$ cat src/rtl/rv_isa_pkg.sv
// RV32I encoding constants shared by the instruction encoder and the main control decoder.
package rv_isa_pkg;

    typedef enum logic [2:0] {
        KIND_LW  = 3'd0,
        KIND_SW  = 3'd1,
        KIND_R   = 3'd2,
        KIND_BEQ = 3'd3,
        KIND_I   = 3'd4,
        KIND_JAL = 3'd5
    } kind_e;

    // Codes match the decoder's imm_src field.
    typedef enum logic [1:0] {
        FMT_I = 2'b00,
        FMT_S = 2'b01,
        FMT_B = 2'b10,
        FMT_J = 2'b11
    } imm_fmt_e;

    localparam logic [6:0] OP_LOAD   = 7'b0000011;
    localparam logic [6:0] OP_STORE  = 7'b0100011;
    localparam logic [6:0] OP_OP     = 7'b0110011;
    localparam logic [6:0] OP_BRANCH = 7'b1100011;
    localparam logic [6:0] OP_IMM    = 7'b0010011;
    localparam logic [6:0] OP_JAL    = 7'b1101111;

    localparam logic [2:0] F3_W   = 3'b010;
    localparam logic [2:0] F3_BEQ = 3'b000;
    localparam logic [2:0] F3_SLL = 3'b001;
    localparam logic [2:0] F3_SRX = 3'b101;

endpackage

$ cat src/rtl/imm_packer.sv
// Places a signed immediate into its RV32I bit positions and reports whether it is encodable.
module imm_packer
    import rv_isa_pkg::*;
(
    input  logic [31:0] imm,
    input  imm_fmt_e    fmt,
    output logic [31:0] bits,
    output logic        range_ok
);

    // An immediate fits when every bit above the field's sign bit copies it.
    logic fits_12;
    logic fits_13;
    logic fits_21;

    assign fits_12 = (imm[31:11] == {21{imm[11]}});
    assign fits_13 = (imm[31:12] == {20{imm[12]}});
    assign fits_21 = (imm[31:20] == {12{imm[20]}});

    always_comb begin
        bits     = '0;
        range_ok = 1'b0;
        unique case (fmt)
            FMT_I: begin
                bits     = {imm[11:0], 20'b0};
                range_ok = fits_12;
            end
            FMT_S: begin
                bits     = {imm[11:5], 13'b0, imm[4:0], 7'b0};
                range_ok = fits_12;
            end
            FMT_B: begin
                bits     = {imm[12], imm[10:5], 13'b0, imm[4:1], imm[11], 7'b0};
                range_ok = fits_13 && !imm[0];
            end
            FMT_J: begin
                bits     = {imm[20], imm[10:1], imm[11], imm[19:12], 12'b0};
                range_ok = fits_21 && !imm[0];
            end
            default: begin
                bits     = '0;
                range_ok = 1'b0;
            end
        endcase
    end

endmodule

$ cat src/rtl/instr_encoder.sv
// Two-stage streaming RV32I encoder: S1 holds the raw request fields, S2 the packed word.
module instr_encoder
    import rv_isa_pkg::*;
#(
    parameter int          ERR_CNT_W = 8,
    parameter logic [31:0] NOP_WORD  = 32'h0000_0013
) (
    input  logic                 clk,
    input  logic                 rstn,
    input  logic                 in_valid,
    output logic                 in_ready,
    input  logic [2:0]           in_kind,
    input  logic [2:0]           in_funct3,
    input  logic                 in_funct7_5,
    input  logic [4:0]           in_rd,
    input  logic [4:0]           in_rs1,
    input  logic [4:0]           in_rs2,
    input  logic [31:0]          in_imm,
    output logic                 out_valid,
    input  logic                 out_ready,
    output logic [31:0]          out_inst,
    output logic                 out_err,
    output logic [ERR_CNT_W-1:0] err_count
);

    logic        s1_valid;
    logic [2:0]  s1_kind;
    logic [2:0]  s1_funct3;
    logic        s1_funct7_5;
    logic [4:0]  s1_rd;
    logic [4:0]  s1_rs1;
    logic [4:0]  s1_rs2;
    logic [31:0] s1_imm;

    logic        s1_load;
    logic        s2_load;
    imm_fmt_e    fmt;
    logic [31:0] imm_bits;
    logic        range_ok;
    logic        is_shift;
    logic        legal;
    logic [31:0] enc_word;

    assign s2_load  = !out_valid || out_ready;
    assign s1_load  = !s1_valid || s2_load;
    assign in_ready = s1_load;

    always_ff @(posedge clk or negedge rstn) begin
        if (!rstn) begin
            s1_valid    <= 1'b0;
            s1_kind     <= '0;
            s1_funct3   <= '0;
            s1_funct7_5 <= 1'b0;
            s1_rd       <= '0;
            s1_rs1      <= '0;
            s1_rs2      <= '0;
            s1_imm      <= '0;
        end else if (s1_load) begin
            s1_valid <= in_valid;
            if (in_valid) begin
                s1_kind     <= in_kind;
                s1_funct3   <= in_funct3;
                s1_funct7_5 <= in_funct7_5;
                s1_rd       <= in_rd;
                s1_rs1      <= in_rs1;
                s1_rs2      <= in_rs2;
                s1_imm      <= in_imm;
            end
        end
    end

    always_comb begin
        fmt = FMT_I;
        case (s1_kind)
            KIND_SW:  fmt = FMT_S;
            KIND_BEQ: fmt = FMT_B;
            KIND_JAL: fmt = FMT_J;
            default:  fmt = FMT_I;
        endcase
    end

    imm_packer u_imm_packer (
        .imm      (s1_imm),
        .fmt      (fmt),
        .bits     (imm_bits),
        .range_ok (range_ok)
    );

    assign is_shift = (s1_funct3 == F3_SLL) || (s1_funct3 == F3_SRX);

    // Shift immediates reuse the rs2 slot, so they bypass the I-format packing.
    always_comb begin
        enc_word = '0;
        legal    = 1'b0;
        case (s1_kind)
            KIND_LW: begin
                enc_word = imm_bits | {12'b0, s1_rs1, F3_W, s1_rd, OP_LOAD};
                legal    = range_ok;
            end
            KIND_SW: begin
                enc_word = imm_bits | {7'b0, s1_rs2, s1_rs1, F3_W, 5'b0, OP_STORE};
                legal    = range_ok;
            end
            KIND_R: begin
                enc_word = {1'b0, s1_funct7_5, 5'b0, s1_rs2, s1_rs1, s1_funct3, s1_rd, OP_OP};
                legal    = 1'b1;
            end
            KIND_BEQ: begin
                enc_word = imm_bits | {7'b0, s1_rs2, s1_rs1, F3_BEQ, 5'b0, OP_BRANCH};
                legal    = range_ok;
            end
            KIND_I: begin
                if (is_shift) begin
                    enc_word = {1'b0, s1_funct7_5, 5'b0, s1_imm[4:0], s1_rs1, s1_funct3, s1_rd, OP_IMM};
                    legal    = (s1_imm[31:5] == 27'b0) && !((s1_funct3 == F3_SLL) && s1_funct7_5);
                end else begin
                    enc_word = imm_bits | {12'b0, s1_rs1, s1_funct3, s1_rd, OP_IMM};
                    legal    = range_ok;
                end
            end
            KIND_JAL: begin
                enc_word = imm_bits | {20'b0, s1_rd, OP_JAL};
                legal    = range_ok;
            end
            default: begin
                enc_word = '0;
                legal    = 1'b0;
            end
        endcase
    end

    always_ff @(posedge clk or negedge rstn) begin
        if (!rstn) begin
            out_valid <= 1'b0;
            out_inst  <= '0;
            out_err   <= 1'b0;
        end else if (s2_load) begin
            out_valid <= s1_valid;
            if (s1_valid) begin
                out_inst <= legal ? enc_word : NOP_WORD;
                out_err  <= !legal;
            end
        end
    end

    always_ff @(posedge clk or negedge rstn) begin
        if (!rstn) begin
            err_count <= '0;
        end else if (out_valid && out_ready && out_err && (err_count != '1)) begin
            err_count <= err_count + 1'b1;
        end
    end

endmodule

$ cat config.mk
export PLATFORM = sky130hd
export DESIGN_NAME = instr_encoder
export DESIGN_NICKNAME = d
export VERILOG_FILES = /design/src/rtl/rv_isa_pkg.sv /design/src/rtl/imm_packer.sv /design/src/rtl/instr_encoder.sv
export SDC_FILE = /design/constraint.sdc
export NUM_CORES = 1
export LEC_CHECK = 0
export ABC_AREA = 1
export CORE_MARGIN = 2
export CORE_UTILIZATION = 47
export DETAILED_ROUTE_END_ITERATION = 12
export PLACE_DENSITY = 0.77
export SETUP_SLACK_MARGIN = 0.05
export SLEW_MARGIN = 20
export SYNTH_ARGS = -nofsm -noshare
export SYNTH_HDL_FRONTEND = slang
export SYNTH_HIERARCHICAL = 1
export SYNTH_SLANG_ARGS = --single-unit
$ cat constraint.sdc
create_clock -name clk -period 2.1 [get_ports clk]
set_clock_uncertainty 0.1 [all_clocks]
set_input_delay 0.525 -clock clk [delete_from_list [all_inputs] [get_ports clk]]
set_output_delay 0.525 -clock clk [all_outputs]
set_load 0.05 [all_outputs]
==> results of run 1 <==
==> through the flow <==
step / cell area, sq um / worst slack, ns / power [mW] / std cells
floorplan: 4990 / 0.0938 / 3.61 / 593
global placement: 6090 / -0.00713 / 4.17 / 819
detailed placement: 6090 / -0.0150 / 4.22 / 819
CTS: 6280 / 0.0543 / 5.37 / 836
global route: 6500 / -0.0138 / 5.77 / 846
finish: 6500 / 0.0912 / 5.47 / 846
==> state kept, by name (all words and copies together) (netlist names) <==
register,cells
s1_kind,3
s1_funct3,3
err_count,8
s1_imm,32
s1_rs2,5
s1_valid,1
s1_rd,5
out_err,1
s1_funct7_5,1
s1_rs1,5
out_valid,1
out_inst,31
==> how the worst max path moves through the flow <==
stage / start / endpoint / slack (ns)
6_report: s1_kind[2] / out_inst[31] / 0.09
5_1_grt: s1_imm[29] / out_inst[9] / -0.01
4_1_cts: s1_kind[1] / out_inst[30] / 0.05
3_5_place_dp: out_ready / s1_kind[2] / -0.01
3_3_place_gp: out_ready / s1_kind[2] / -0.007
2_1_floorplan: s1_kind[2] / out_inst[10] / 0.09
==> what timing repair did <==
item / in CTS / in global routing
setup buffers: 0 / 6
endpoints found under the hold margin: 11 / 0
pin swaps: 0 / 11
endpoints found under the setup margin: 6 / 29
gates cloned: 0 / 4
gates resized for setup: 2 / 23
hold buffers: 1 / 0
==> cell type report <==
cell class / count / area [sq um] / area share, %
clock buffers: 11 / 141 / 2.18
clock inverters: 5 / 38.8 / 0.597
inverters: 53 / 201 / 3.10
multi-input cells: 412 / 2250 / 34.6
flip-flops and latches: 96 / 2410 / 37.0
well taps: 136 / 170 / 2.62
repair buffers: 133 / 1300 / 19.9
==> where the power goes <==
group          internal [mW]  leakage (nW)  switching, mW  total [mW]
clock network          0.473        0.0903          0.690        1.16
registers               2.11          1.18          0.256        2.37
logic                  0.752          1.93           1.18        1.94
==> per-layer routing <==
| metal | global-route usage, % | share of wire (%) | vias to the layer above |
|---|---|---|---|
| li1 | - | - | 2099 |
| met1 | 29.2 | 45 | 2047 |
| met2 | 36.5 | 50 | 109 |
| met3 | 3.40 | 4.2 | 17 |
| met4 | 8.07 | 1.5 | 0 |
| met5 | 0 | 0 | - |
==> critical path, stage by stage (launching register included) <==
cell and delay, ns:
dfrtp_2 0.46, inv_4 0.07, nand2_4 0.06, o21ai_4 0.18, inv_2 0.06, buf_4 0.12
buf_4 0.12, nor2_1 0.16, nand2_1 0.08, o221ai_1 0.08, inv_1 0.06, nor2_1 0.21
nand3_2 0.10, nand2_1 0.07
==> cell usage in the layout (no fill, tap or decap), types with 2 or more instances in the layout <==
cell type / instances
nor2_1: 84
a21oi_1: 19
o21ai_1: 3
inv_2: 6
dfrtp_2: 3
mux2_2: 38
nand3_1: 30
nand2_4: 5
nand2_1: 149
buf_12: 7
buf_6: 2
a21oi_2: 2
nand4_1: 6
conb_1: 5
o21ai_0: 19
nand2_2: 7
dfrtp_1: 93
buf_4: 63
clkbuf_8: 10
clkdlybuf4s50_1: 56
xor2_1: 4
clkbuf_16: 3
inv_6: 2
nand3_2: 17
xnor2_1: 3
inv_1: 46
nor3_1: 5
nor2_4: 2
==> flow_summary.yaml, run 1 <==
status:
  status: "complete, no violations"
layout:
  fin_nets: 764
  fill_cells: 904
  fin_util_pct: 63.2
  area_growth_pct: 31.3
  n_antenna_cell: 0
  drive_gt1_share_pct: 25.2
critical_path:
  rrSetupSlack_ns: 0.09
  startpoint_type: "flop"
  cp.required_ns: 2.32
  r2r_end: "out_inst[31]"
  r2r_cells: 13
  worstPathArrival_ns: 2.23
  cp-end-kind: "flop"
  worstSetupPathType: "reg2reg"
  cp_max_fo: 4
  reg2reg_from: "s1_kind[2]"
sta:
  setup_tns_ns: 0
  layout_min_cycle_time_ns: 2.01
  setup_viol: 0
  fmax_mhz: 498
  finalMaxSlewViolations: 0
  finalHoldViolCount: 0
  period_share_pct: 95.7
  hold_ws_ns: 0.387
global_route:
  overflow: 0
  grt_pass1_wl_mm: 19.7
  grt_max_degree: 38
  grt_antenna_before_repair: 0
  grt_usage_pct: 22.0
  grt_pass1_vias: 4131
detailed_routing:
  firstDrtPassIters: 4
  remaining_drc_errors: 0
  avgRoutedWirePerCell_microns: 14.5
  viasPerCell: 5.05
  vias: 4272
  routed_wirelength_mm: 12.3
  final_antenna_net_count: 0
  initialDrtViolationCount: 246
clock_tree:
  clock-sinks: 96
  htreeDepth: 3
  tritoncts: "done"
  root_buffer: "clkbuf_8"
  insertion_delay_ns: 0.38
  clockBufferDepth: 2
  cts_buffers: 9
  clkSlewWorstSetupHoldPaths_ns: 0.11
job:
  drv_cap: 0
power:
  peakVddDrop_mv: 0.614
  p_leak_nw: 3.19
  powerDensity_nw_per_um2: 841
floorplanning:
  ios: 101
  rows: 37
  die_h_microns: 107
  floorplan.die_area_sq_um: 11400
  die_w_microns: 107
  start_util_pct: 48.2
  core_area_sq_um: 10300
synthesis:
  syn_area_sq_um: 4950
  ys_warn_count: 6
  synthCells: 589
  post_synth.cell_area_avg_sq_um: 8.41
placement:
  gp_congestion: 0.928
  dpl.hpwl_mm: 9.08
  port_buffers: 100
worst_hold_path:
  worstHoldPathType: "reg2reg"
  min-delay-start: "out_inst[14]"
  hold_depth: 2
  hold_path_end: "out_inst[14]"
No activity file was read; power rests on OpenSTA's default activity.
==> run 2: changes to the inputs <==
MAX_ROUTING_LAYER = met4   (was unset)
==> run 2 against run 1 <==
Against the previous run:
- clock-buffer cell count did not move
- global-route usage rose by 0.24 points
- total power rose by 0.46%
- sequential share of layout area rose by 0.088 points
- flip-flop and latch count did not move
- worst hold slack got worse by 0.38 ns
- critical path type unchanged
- routed wire length fell by 0.95%
- cell area fell by 0.29%
- largest power group unchanged
- via count fell by 0.14%
==> flow_summary.yaml, run 2 (synthesis gave the netlist of run 1 again) <==
status:
  status: "complete, no violations"
detailed_routing:
  final_antenna_net_count: 0
  viasPerCell: 5.06
  firstDrtPassIters: 4
  remaining_drc_errors: 0
  avgRoutedWirePerCell_microns: 14.4
  routed_wirelength_mm: 12.2
  initialDrtViolationCount: 239
  vias: 4266
floorplanning:
  floorplan.die_area_sq_um: 11400
  die_h_microns: 107
  core_area_sq_um: 10300
  die_w_microns: 107
  ios: 101
  start_util_pct: 48.2
  rows: 37
critical_path:
  r2r_end: "out_inst[16]"
  worstSetupPathType: "reg2reg"
  rrSetupSlack_ns: 0.12
  reg2reg_from: "s1_kind[2]"
  startpoint_type: "flop"
  crit_path_start: "s1_kind[2]"
  crit_path_top_delay_cell: "dfrtp_2"
  path_cells: "inv_4 > nand2_4 > o21ai_4 > buf_4 > a21oi_1 > nand3_1 > nand2_2 > a21oi_4 > nand2_4 > clkbuf_16 > nand3_1 > nand2_1"
  cp_slowest_stage_delay_ns: 0.45
  r2r_cells: 12
  worstPathArrival_ns: 2.14
  crit_path_end: "out_inst[16]"
  cp_max_fo: 7
  cp-end-kind: "flop"
  cp.required_ns: 2.26
layout:
  fill_cells: 883
  mostFrequentLayoutCell: "nand2_1"
  multiInputGateArea_sq_um: 2240
  layout_common_cells: "nand2_1 (149), dfrtp_1 (94), nor2_1 (80)"
  area_growth_pct: 30.9
  final_cells: 843
  fin_nets: 762
  drive_gt1_share_pct: 24.6
  n_antenna_cell: 0
  regMostFlops: "s1_imm"
  largest_register_ffs: 32
  layout_top_registers: "s1_imm: 32 flops, out_inst: 31 flops, err_count: 8 flops"
  regArea_sq_um: 2400
clock_tree:
  root_buffer: "clkbuf_8"
  cts_buffers: 9
  insertion_delay_ns: 0.37
  clockBufferDepth: 2
  htreeDepth: 3
  tritoncts: "done"
  clock-sinks: 96
  hold_buffers: 0
  clkSlewWorstSetupHoldPaths_ns: 0.09
placement:
  dpl.hpwl_mm: 8.96
  port_buffers: 100
  dp.cells: 819
  gp_congestion: 0.970
power:
  peakVddDrop_mv: 0.544
  p_leak_nw: 3.19
  powerDensity_nw_per_um2: 847
  power_mw: 5.49
global_route:
  grt_max_degree: 36
  grt_usage_pct: 22.2
  grt_pass1_vias: 4041
  grt_pass1_wl_mm: 19.5
  grt_antenna_before_repair: 0
  overflow: 0
sta:
  period_share_pct: 94.5
  fmax_mhz: 504
  setup_viol: 0
  layout_min_cycle_time_ns: 1.98
  finalHoldViolCount: 0
  finalMaxSlewViolations: 0
worst_hold_path:
  worstHoldPathType: "in2async"
job:
  drv_cap: 0
## run 2: cell types whose count changed in the layout (fill, tap and decap cells not counted), moves of 2 or more
cell,change
nor2_1,-4
a21oi_2,-2
inv_6,-2
nand3_2,-6
clkinv_2,+2
nand3_1,+6
nor2_2,+4
## run 2: repair_timing
item                                    CTS  global route
setup buffers                             0             5
resized for setup                         3            20
cloned                                    0             4
endpoints found under the setup margin    7            29
endpoints found under the hold margin     0             0
pin swaps                                 0             8
## run 2: stage by stage
| stage | cell area, sq um | setup TNS [ns] | util [%] | worst slack, ns | hold slack [ns] |
|---|---|---|---|---|---|
| final | 6480 | 0 | 63.1 | 0.115 | 0.00415 |
| after global routing | 6480 | -0.0122 | 63.1 | -0.0117 | 0.0270 |
| after CTS | 6280 | 0 | 61.1 | 0.0603 | 0.0132 |
| after detailed placement | 6090 | 0 | 59.2 | 0.0196 | 0.368 |
| after global placement | 6090 | 0 | 59.2 | 0.0108 | 0.365 |
| after floorplan | 4990 | 0 | - | 0.0938 | 0.129 |
## run 2: critical path, delay by kind of cell, from the launching register on
kind                   cells  cell delay (ns)
AND/OR/NAND/NOR            6             0.53
flip-flops                 1             0.45
buffers and inverters      3             0.43
AO/OA/AOI/OAI              3             0.36
## run 2: metal layers
| metal | vias to the layer above | routed length [microns] | track usage (%) |
|---|---|---|---|
| li1 | 2096 | - | - |
| met4 | 0 | 221 | 9.00 |
| met5 | - | 0 | - |
| met3 | 17 | 544 | 2.92 |
| met2 | 137 | 6030 | 34.8 |
| met1 | 2016 | 5370 | 29.4 |
## run 2: report_power, final
group | internal, mW | total, mW | switching, mW
registers | 2.11 | 2.37 | 0.256
logic | 0.747 | 1.93 | 1.18
clock network | 0.571 | 1.19 | 0.622
total | 3.43 | 5.49 | 2.06
## run 2: layout make-up
| class | instances | share of cell area, % |
|---|---|---|
| multi-input combinational | 412 | 34.6 |
| clock buffer | 11 | 2.18 |
| clock inverter | 4 | 0.695 |
| inverter | 53 | 3.11 |
| tap | 136 | 2.63 |
| timing repair buffer | 131 | 19.7 |
| sequential | 96 | 37.1 |
## run 2: worst min-delay path by stage
stage / end / depth (start not counted) / slack [ns] / from
after floorplan: err_count[0] / 0 / 0.13 / rstn
after global placement: out_inst[10] / 2 / 0.37 / out_inst[10]
after detailed placement: out_inst[14] / 2 / 0.37 / out_inst[14]
after CTS: s1_imm[5] / 1 / 0.01 / rstn
after global routing: s1_imm[8] / 1 / 0.03 / rstn
final: s1_imm[5] / 1 / 0.004 / rstn
